## src/rtl/riscv_pkg.sv

```systemverilog
// Shared definitions for the RV32I pipeline: shifter select codes,
// shift funct3 values and the ID/EX register bundle.
`timescale 1ns/1ps
package riscv_pkg;

    localparam int DATA_W = 32;
    localparam int REG_AW = 5;

    localparam logic [1:0] SHIFT_SRL  = 2'b00;
    localparam logic [1:0] SHIFT_SLL  = 2'b01;
    localparam logic [1:0] SHIFT_SRA  = 2'b10;
    localparam logic [1:0] SHIFT_ZERO = 2'b11;

    localparam logic [2:0] FUNCT3_SLL = 3'b001;
    localparam logic [2:0] FUNCT3_SR  = 3'b101;

    typedef struct packed {
        logic              valid;
        logic [REG_AW-1:0] rs1_addr;
        logic [REG_AW-1:0] rs2_addr;
        logic [REG_AW-1:0] rd_addr;
        logic [DATA_W-1:0] rs1_data;
        logic [DATA_W-1:0] rs2_data;
        logic [4:0]        shamt;
        logic [2:0]        funct3;
        logic              funct7b5;
        logic              is_shift;
        logic              use_imm;
        logic              reg_we;
        logic              is_load;
    } id_ex_t;

    function automatic logic [1:0] shift_sel(
        input logic       valid,
        input logic       is_shift,
        input logic [2:0] funct3,
        input logic       funct7b5
    );
        logic       go;
        logic [1:0] sel;
        go  = valid & is_shift;
        sel = SHIFT_ZERO;
        unique case (1'b1)
            go && funct3 == FUNCT3_SLL:              sel = SHIFT_SLL;
            go && funct3 == FUNCT3_SR && !funct7b5:  sel = SHIFT_SRL;
            go && funct3 == FUNCT3_SR && funct7b5:   sel = SHIFT_SRA;
            default:                                 sel = SHIFT_ZERO;
        endcase
        return sel;
    endfunction

endpackage

```

## src/rtl/fwd_mux.sv

```systemverilog
// Operand bypass: EX/MEM beats MEM/WB, regfile data otherwise;
// x0 is never bypassed.
`timescale 1ns/1ps
module fwd_mux
    import riscv_pkg::*;
#(
    parameter int XLEN = DATA_W,
    parameter int RA_W = REG_AW
) (
    input  logic [RA_W-1:0] idx,
    input  logic [XLEN-1:0] rf_data,
    input  logic [RA_W-1:0] exmem_rd,
    input  logic            exmem_we,
    input  logic [XLEN-1:0] exmem_data,
    input  logic [RA_W-1:0] memwb_rd,
    input  logic            memwb_we,
    input  logic [XLEN-1:0] memwb_data,
    output logic [XLEN-1:0] data
);

    logic exmem_hit;
    logic memwb_hit;

    assign exmem_hit = exmem_we && (exmem_rd != '0) && (exmem_rd == idx);
    assign memwb_hit = memwb_we && (memwb_rd != '0) && (memwb_rd == idx);

    always_comb begin
        data = rf_data;
        unique case (1'b1)
            exmem_hit:              data = exmem_data;
            !exmem_hit && memwb_hit: data = memwb_data;
            default:                data = rf_data;
        endcase
    end

endmodule

```

## src/rtl/ex_shift_operand_stage.sv

```systemverilog
// ID/EX register for the shift datapath: captures decoded shifts,
// bypasses operands, drives the shifter and handles load-use stalls.
`timescale 1ns/1ps
module ex_shift_operand_stage
    import riscv_pkg::*;
#(
    parameter int XLEN = DATA_W,
    parameter int RA_W = REG_AW
) (
    input  logic            i_clk,
    input  logic            i_rst_n,
    input  logic            i_id_valid,
    input  logic [RA_W-1:0] i_id_rs1_addr,
    input  logic [RA_W-1:0] i_id_rs2_addr,
    input  logic [RA_W-1:0] i_id_rd_addr,
    input  logic [XLEN-1:0] i_id_rs1_data,
    input  logic [XLEN-1:0] i_id_rs2_data,
    input  logic [XLEN-1:0] i_id_imm,
    input  logic [2:0]      i_id_funct3,
    input  logic            i_id_funct7b5,
    input  logic            i_id_is_shift,
    input  logic            i_id_use_imm,
    input  logic            i_id_uses_rs1,
    input  logic            i_id_uses_rs2,
    input  logic            i_id_reg_we,
    input  logic            i_id_is_load,
    input  logic            i_flush,
    input  logic [RA_W-1:0] i_exmem_rd,
    input  logic            i_exmem_we,
    input  logic [XLEN-1:0] i_exmem_data,
    input  logic [RA_W-1:0] i_memwb_rd,
    input  logic            i_memwb_we,
    input  logic [XLEN-1:0] i_memwb_data,
    output logic            o_ex_valid,
    output logic [RA_W-1:0] o_ex_rd_addr,
    output logic            o_ex_reg_we,
    output logic            o_ex_is_load,
    output logic [XLEN-1:0] o_sh_in,
    output logic [4:0]      o_sh_amt,
    output logic [1:0]      o_sh_sel,
    output logic [XLEN-1:0] o_ex_rs2_fwd,
    output logic            o_load_use_stall
);

    id_ex_t          ex_q;
    id_ex_t          ex_d;
    logic            hazard;
    logic            next_valid;
    logic [XLEN-1:0] rs1_fwd;
    logic [XLEN-1:0] rs2_fwd;

    // Only the shift amount field of the immediate reaches EX.
    logic unused_imm_hi;
    assign unused_imm_hi = ^i_id_imm[XLEN-1:5];

    assign hazard = ex_q.valid && ex_q.is_load &&
                    (ex_q.rd_addr != '0) && i_id_valid &&
                    ((i_id_uses_rs1 && i_id_rs1_addr == ex_q.rd_addr) ||
                     (i_id_uses_rs2 && i_id_rs2_addr == ex_q.rd_addr));

    assign next_valid       = i_id_valid & ~i_flush & ~hazard;
    assign o_load_use_stall = hazard & ~i_flush;

    always_comb begin
        ex_d          = '0;
        ex_d.valid    = next_valid;
        ex_d.rs1_addr = i_id_rs1_addr;
        ex_d.rs2_addr = i_id_rs2_addr;
        ex_d.rd_addr  = i_id_rd_addr;
        ex_d.rs1_data = i_id_rs1_data;
        ex_d.rs2_data = i_id_rs2_data;
        ex_d.shamt    = i_id_imm[4:0];
        ex_d.funct3   = i_id_funct3;
        ex_d.funct7b5 = i_id_funct7b5;
        ex_d.is_shift = i_id_is_shift;
        ex_d.use_imm  = i_id_use_imm;
        ex_d.reg_we   = i_id_reg_we & next_valid;
        ex_d.is_load  = i_id_is_load & next_valid;
    end

    always_ff @(posedge i_clk or negedge i_rst_n) begin
        if (!i_rst_n) begin
            ex_q <= '0;
        end else begin
            ex_q <= ex_d;
        end
    end

    fwd_mux #(.XLEN(XLEN), .RA_W(RA_W)) u_fwd_rs1 (
        .idx        (ex_q.rs1_addr),
        .rf_data    (ex_q.rs1_data),
        .exmem_rd   (i_exmem_rd),
        .exmem_we   (i_exmem_we),
        .exmem_data (i_exmem_data),
        .memwb_rd   (i_memwb_rd),
        .memwb_we   (i_memwb_we),
        .memwb_data (i_memwb_data),
        .data       (rs1_fwd)
    );

    fwd_mux #(.XLEN(XLEN), .RA_W(RA_W)) u_fwd_rs2 (
        .idx        (ex_q.rs2_addr),
        .rf_data    (ex_q.rs2_data),
        .exmem_rd   (i_exmem_rd),
        .exmem_we   (i_exmem_we),
        .exmem_data (i_exmem_data),
        .memwb_rd   (i_memwb_rd),
        .memwb_we   (i_memwb_we),
        .memwb_data (i_memwb_data),
        .data       (rs2_fwd)
    );

    assign o_ex_valid   = ex_q.valid;
    assign o_ex_rd_addr = ex_q.rd_addr;
    assign o_ex_reg_we  = ex_q.valid & ex_q.reg_we;
    assign o_ex_is_load = ex_q.valid & ex_q.is_load;
    assign o_sh_in      = rs1_fwd;
    assign o_sh_amt     = ex_q.use_imm ? ex_q.shamt : rs2_fwd[4:0];
    assign o_sh_sel     = shift_sel(ex_q.valid, ex_q.is_shift,
                                    ex_q.funct3, ex_q.funct7b5);
    assign o_ex_rs2_fwd = rs2_fwd;

endmodule

```

## config.mk

```make
export PLATFORM = sky130hd
export DESIGN_NAME = ex_shift_operand_stage
export DESIGN_NICKNAME = d
export VERILOG_FILES = /design/src/rtl/riscv_pkg.sv /design/src/rtl/fwd_mux.sv /design/src/rtl/ex_shift_operand_stage.sv
export SDC_FILE = /design/constraint.sdc
export NUM_CORES = 1
export LEC_CHECK = 0
export BUFFER_PORTS_ARGS = -buffer_cell sky130_fd_sc_hd__clkbuf_2
export CAP_MARGIN = 40
export CELL_PAD_IN_SITES_DETAIL_PLACEMENT = 0
export CELL_PAD_IN_SITES_GLOBAL_PLACEMENT = 2
export CORE_MARGIN = 10
export CORE_UTILIZATION = 25
export DETAILED_ROUTE_END_ITERATION = 10
export PLACE_DENSITY_LB_ADDON = 0.25
export SLEW_MARGIN = 20
export SYNTH_ARGS = -nofsm -noshare
export SYNTH_HDL_FRONTEND = slang
export SYNTH_SLANG_ARGS = --single-unit
```

## constraint.sdc

```tcl
create_clock -name i_clk -period 2.3 [get_ports i_clk]
set_input_delay 0.23 -clock i_clk [delete_from_list [all_inputs] [get_ports i_clk]]
set_output_delay 0.23 -clock i_clk [all_outputs]
set_load 0.02 [all_outputs]
```

======== Word-level counts from Yosys, hierarchy flattened ========
Cells that the tools add are included.
storage, ports and cells
  memories ................................ 0
  flip-flop bits (word level) ............. 93
  RAM bits ................................ 0
  bits in read-only memories .............. 0
  bits in latches ......................... 0
  bits of input ports ..................... 201
  output and inout port bits .............. 80
operators by class
  muxes and demuxes ....................... 4
  reduce and logical (&&, ||, !) cells .... 25
  multipliers ............................. 0
  $add $sub $neg .......................... 0
  shift-type cells ........................ 0
  div/mod/pow operators ................... 0
  bitwise operators ....................... 10
  eq/ne operators ......................... 8
  magnitude comparators ................... 0
operators by type and width
  cell                count
  $pmux 32 s2         2
  $eq 5x5->1          6
  $logic_and 1x1->1   18
  $reduce_bool 5->1   3
  $and 1x1->1         8
  $pmux 2 s3          1
  $mux 5              1
  $eq 3x1->1 const B  1
  $eq 3x3->1 const B  1
  $logic_not 1->1     3
  $not 1->1           2
  $logic_or 1x1->1    1

======== Depth between registers and ports, before layout ========
  depth in word-level cells ............... 7
  mapped depth ............................ 7

======== Hierarchy ========
Synthesis repeated with hierarchy kept, for this count alone.
second synthesis, totals
  cell total of the unflattened synthesis .. 503
  area, all modules ....................... 4938.5 um^2
modules (own cells, without submodules)
  module                  cells an instance  instances  area each (um^2)
  ex_shift_operand_stage  133                1          2631.3
  fwd_mux                 185                2          1153.6

======== Least setup slack after synthesis ========
OpenSTA, ideal clock, no wires.
  kind .................................... input port to output port
  from .................................... input port i_memwb_rd[1]
  to ...................................... output port o_sh_amt[2]
  cell stages on the path ................. 7
  data arrival time ....................... 1.690 ns
  slack ................................... 0.380 ns
  cell sequence ........................... buf_2 -> xnor2_1 -> and3_1 -> buf_2 -> clkbuf_1 -> nand4_1 -> a31oi_1
between the ends
  word-level cells in the longest chain between the ends .. 6
  elaborated cells on any way between the ends .. 7
  those cells by class .................... eq/ne (1); mux (2); reduce/logical (4)
RTL lines
  what                 RTL line                       source
  start, declared      ex_shift_operand_stage.sv:31   input logic [RA_W-1:0] i_memwb_rd,
  $reduce_bool 5->1    fwd_mux.sv:25                  assign memwb_hit = memwb_we && (memwb_rd != '0) && (memwb_rd == idx);
  $logic_and 1x1->1    fwd_mux.sv:25
  $logic_and 1x1->1 *  fwd_mux.sv:25
  $logic_and 1x1->1 *  fwd_mux.sv:31                  !exmem_hit && memwb_hit: data = memwb_data;
  $pmux 32 s2 *        fwd_mux.sv:29                  unique case (1'b1)
  $mux 5 *             ex_shift_operand_stage.sv:118  assign o_sh_amt = ex_q.use_imm ? ex_q.shamt : rs2_fwd[4:0];
  end, declared        ex_shift_operand_stage.sv:39   output logic [4:0] o_sh_amt,
Every way passes the cells marked *; elsewhere a longest branch is shown, timed or not.

======== Worst setup path in the final report ========
  from .................................... register ex_q[82] (netlist name)
  to ...................................... output port o_sh_amt[3]
between the ends
  word-level cells in the longest chain between the ends .. 6
  elaborated cells on any way between the ends .. 8
  those cells by class .................... eq/ne (2); mux (2); reduce/logical (4)
RTL lines
  what                    RTL line                       source
  start, declared         ex_shift_operand_stage.sv:45   id_ex_t ex_q;
  start signal, assigned  ex_shift_operand_stage.sv:83   ex_q <= '0;
  start signal, assigned  ex_shift_operand_stage.sv:85   ex_q <= ex_d;
  $eq 5x5->1              fwd_mux.sv:24                  assign exmem_hit = exmem_we && (exmem_rd != '0) && (exmem_rd == idx);
  $logic_and 1x1->1       fwd_mux.sv:24
  $logic_not 1->1         fwd_mux.sv:31
  $logic_and 1x1->1       fwd_mux.sv:31
  $pmux 32 s2 *           fwd_mux.sv:29
  $mux 5 *                ex_shift_operand_stage.sv:118
Marked as above.

==> results.md <==
* Status: finished, violations left
* Failing checks: setup timing
* Post-synth net total at 711
* Worst VDD drop at around 0.33 mV
* Root Driver: clkbuf_16
* Syn avg cell area at a little under 10 µm²
* Register area at between 0.002 and 0.0025 mm²
* Final cell utilization of the core at 0.440
* Grt total ovfl at 0
* Sequential Power Share at 0.368
* Syn Std Cell Area at ~0.0050 mm²
* Drt pass-1 iters at 5
* Number of synthesis warnings at 0
* TNS Setup at -0.163 ns
* FF+latch count, synth at between 90 and 100
* Number of nets in the layout at approximately 1,000
* Area of the multi-input gates at 0.00287 mm²
* N_diodes at 0
* Relative slew slack at 0.614
* Initial Utilization at 0.254
* Post-Route WL at about 26,000 µm
* Layout cells sized above 1 at 0.483
* CP max FO at 22
* Cells after Synth at 510
* Crit path DAT at about 2.1 ns
* Cell-internal power at ~3.2 mW
* Final cycle utilization of the critical path at 1.02
* Post-route ant nets at 0
* Slew Viols, Final at 0
* Die height at 161 µm
* Worst skew pair latency at approximately 0.36 ns
* Psw at 1.62 mW
* H-tree levels at 3
* Vias per std cell at roughly 5.2
* Leak at around 3.5 nW
* Clock Pin Slew Worst Setup and Hold Paths at ~0.080 ns
* Die area at approximately 0.026 mm²
* Wire per inst at around 23 µm
* Fill count at slightly below 2,000
* Die width at approximately 160 µm
* Gate power share at 0.292
* Slew of the pin with the lowest slew margin at approximately 0.57 ns
* Post-synthesis sequential area ratio at 0.469
* DR iter-0 viols at approximately 440
* CP endpoint kind: output pin
* Distinct cell type count after synthesis at 40
* Minimum clock period at roughly 2.3 ns
* Gr usage total at 0.189
* GPL Wtd Cong at between 0.8 and 0.9
* Power per cell area at about 560 mW/mm²
* Setup CP Type: reg2out
* Row Count at 51
* Layout overhead on the synthesized area at 73.1%
* Final Hold Vio Count at 0
* Hold/Removal Path Class: in2reg
* CP required at ~2.1 ns
* # IOs at about 280
* Clk sinks at 93
* Largest net degree at the start of global routing at 48
* First-pass GRT wire length at ~38,000 µm
* Core area at 0.0195 mm²
* Fmax at ~430 MHz
* Final Setup Violations at 10
* Max-Cap Viols at 0
* Setup Skew at ~0.012 ns
* DRC Markers at 0
* Number of global-route vias before repair at about 6,500
* Detail Placement HPWL at approximately 18,000 µm
* Via count at approximately 5,800
* Number of I/O port buffers at 253
* RSZ-0062 raised after global routing: yes
* Switching share of power at 0.337
* Clock buffer depth at 2
* Num CTS Buffers at 9
* CP Launch Type: flip-flop
* CTS tree: built
* Setup slack after layout at -0.0472 ns
* Clock group share of total power at 0.340
* Initial antenna violation count at 0
-- repair_timing --
action / 4_1_cts / 5_1_grt
pin swaps: 3 / 9
hold buffers: 87 / 0
setup buffers: 3 / 2
endpoints found under the setup margin: 68 / 69
gates cloned: 1 / 1
resized for setup: 51 / 136
hold endpoints to repair: 103 / 0
-- power by group through the flow --
| stage | logic, mW | registers [mW] | clock network [mW] |
|---|---|---|---|
| after floorplan | 0.552 | 1.77 | 0 |
| after global placement | 1.08 | 1.79 | 0 |
| after detailed placement | 1.09 | 1.79 | 0 |
| after CTS | 1.29 | 1.76 | 1.68 |
| after global routing | 1.49 | 1.78 | 1.73 |
| final | 1.40 | 1.77 | 1.63 |
-- cells in the mapped netlist, drive strengths merged --
master / count / area (µm²)
nand2: 5 / 18.8
nand2b: 1 / 6.26
o21a: 2 / 15.0
o22ai: 1 / 6.26
and3b: 1 / 8.76
and3: 2 / 12.5
xnor2: 28 / 245
and4: 1 / 8.76
o211a: 2 / 20.0
and2: 3 / 18.8
a41o: 5 / 50.1
a31oi: 70 / 444
nand3: 36 / 185
xor2: 2 / 17.5
nor2: 6 / 22.5
nor2b: 6 / 37.5
clkbuf: 29 / 116
or3: 1 / 6.26
dfrtp: 93 / 2330
buf: 39 / 255
a21oi: 1 / 5.00
or2: 1 / 6.26
a211oi: 2 / 15.0
o211ai: 1 / 21.3
nand4: 37 / 231
inv: 2 / 7.51
o31ai: 32 / 240
or4: 3 / 30.0
nor4: 64 / 400
o21ai: 34 / 185
-- sequential cells by signal, summed over array words and instances (netlist names) --
| register | flops |
|---|---|
| o_ex_valid | 1 |
| ex_q | 87 |
| o_ex_rd_addr | 5 |
-- metal layers --
metal  share of wire  vias to the layer above  routed length (µm)  global-route usage
met5               0                        -                   0                   0
met1            0.43                     2835               11100               0.235
met3           0.075                       17                1930              0.0557
li1                -                     2662                   -                   -
met2            0.48                      270               12400               0.317
met4          0.0095                        0                 245              0.0434
-- cell type report --
type,count,area share
Clock buffer,9,0.0262
Clock inverter,7,0.0102
Inverter,2,0.000874
Multi-Input combinational cell,348,0.334
Sequential cell,93,0.271
Tap cell,265,0.0386
Timing Repair Buffer,380,0.319
-- path summary, 6_finish.rpt --
kind | startpoint | end | slack, ns | depth (start not counted)
min | i_id_rs2_addr[1] | ex_q[83] | 0.02 | 1
min in group asynchronous | i_rst_n | ex_q[75] | 0.29 | 2
min reg2reg | o_ex_rd_addr[0] | ex_q[1] | 0.78 | 2
max reg2reg | o_ex_rd_addr[1] | ex_q[0] | 0.72 | 3
max in group asynchronous | i_rst_n | ex_q[54] | 1.29 | 3
max | ex_q[82] | o_sh_amt[3] | -0.05 | 6
-- stage by stage --
step | hold slack, ns | setup WS, ns | instance area, µm² | power, mW | instances
detailed placement | 0.135 | 0.0609 | 6600 | 2.87 | 994
global placement | 0.127 | 0.0490 | 6600 | 2.87 | 994
global route | 0.00639 | -0.148 | 8590 | 5.00 | 1104
CTS | 0.000636 | -0.00842 | 8110 | 4.73 | 1101
finish | 0.0197 | -0.0472 | 8590 | 4.80 | 1104
floorplan | -0.0656 | 0.380 | 4960 | 2.33 | 510
-- cells by family (layout without fill, tap and decap cells) --
family	Yosys count	after routing	share of synthesized area
buffers and inverters	70	398	0.0764
and+or+nand+nor	167	167	0.200
xor gates and xnor gates	30	30	0.0529
DFF	93	93	0.469
AOI/OAI and AO/OA	150	151	0.202
-- worst max-delay path, stage by stage, from the launching register on --
cell and delay, ns:
dfrtp_2 0.45, xor2_2 0.21, or2_4 0.27, buf_12 0.17
o31ai_2 0.29, a31oi_1 0.15, buf_2 0.19
-- cell usage in the layout, fill, tap and decap left out, types with 13 or more instances in the layout --
cell	Yosys	routed
dfrtp_1	93	90
nand3_1	35	32
o21ai_1	30	21
o31ai_2	0	13
o31ai_1	32	14
nor4_1	64	55
buf_12	0	13
xnor2_1	28	16
nand4_1	37	37
a31oi_2	1	20
dlygate4sd3_1	0	87
clkbuf_2	0	205
buf_4	9	46
a31oi_1	69	47
buf_2	24	14
Power figures use the tool's default switching activity.
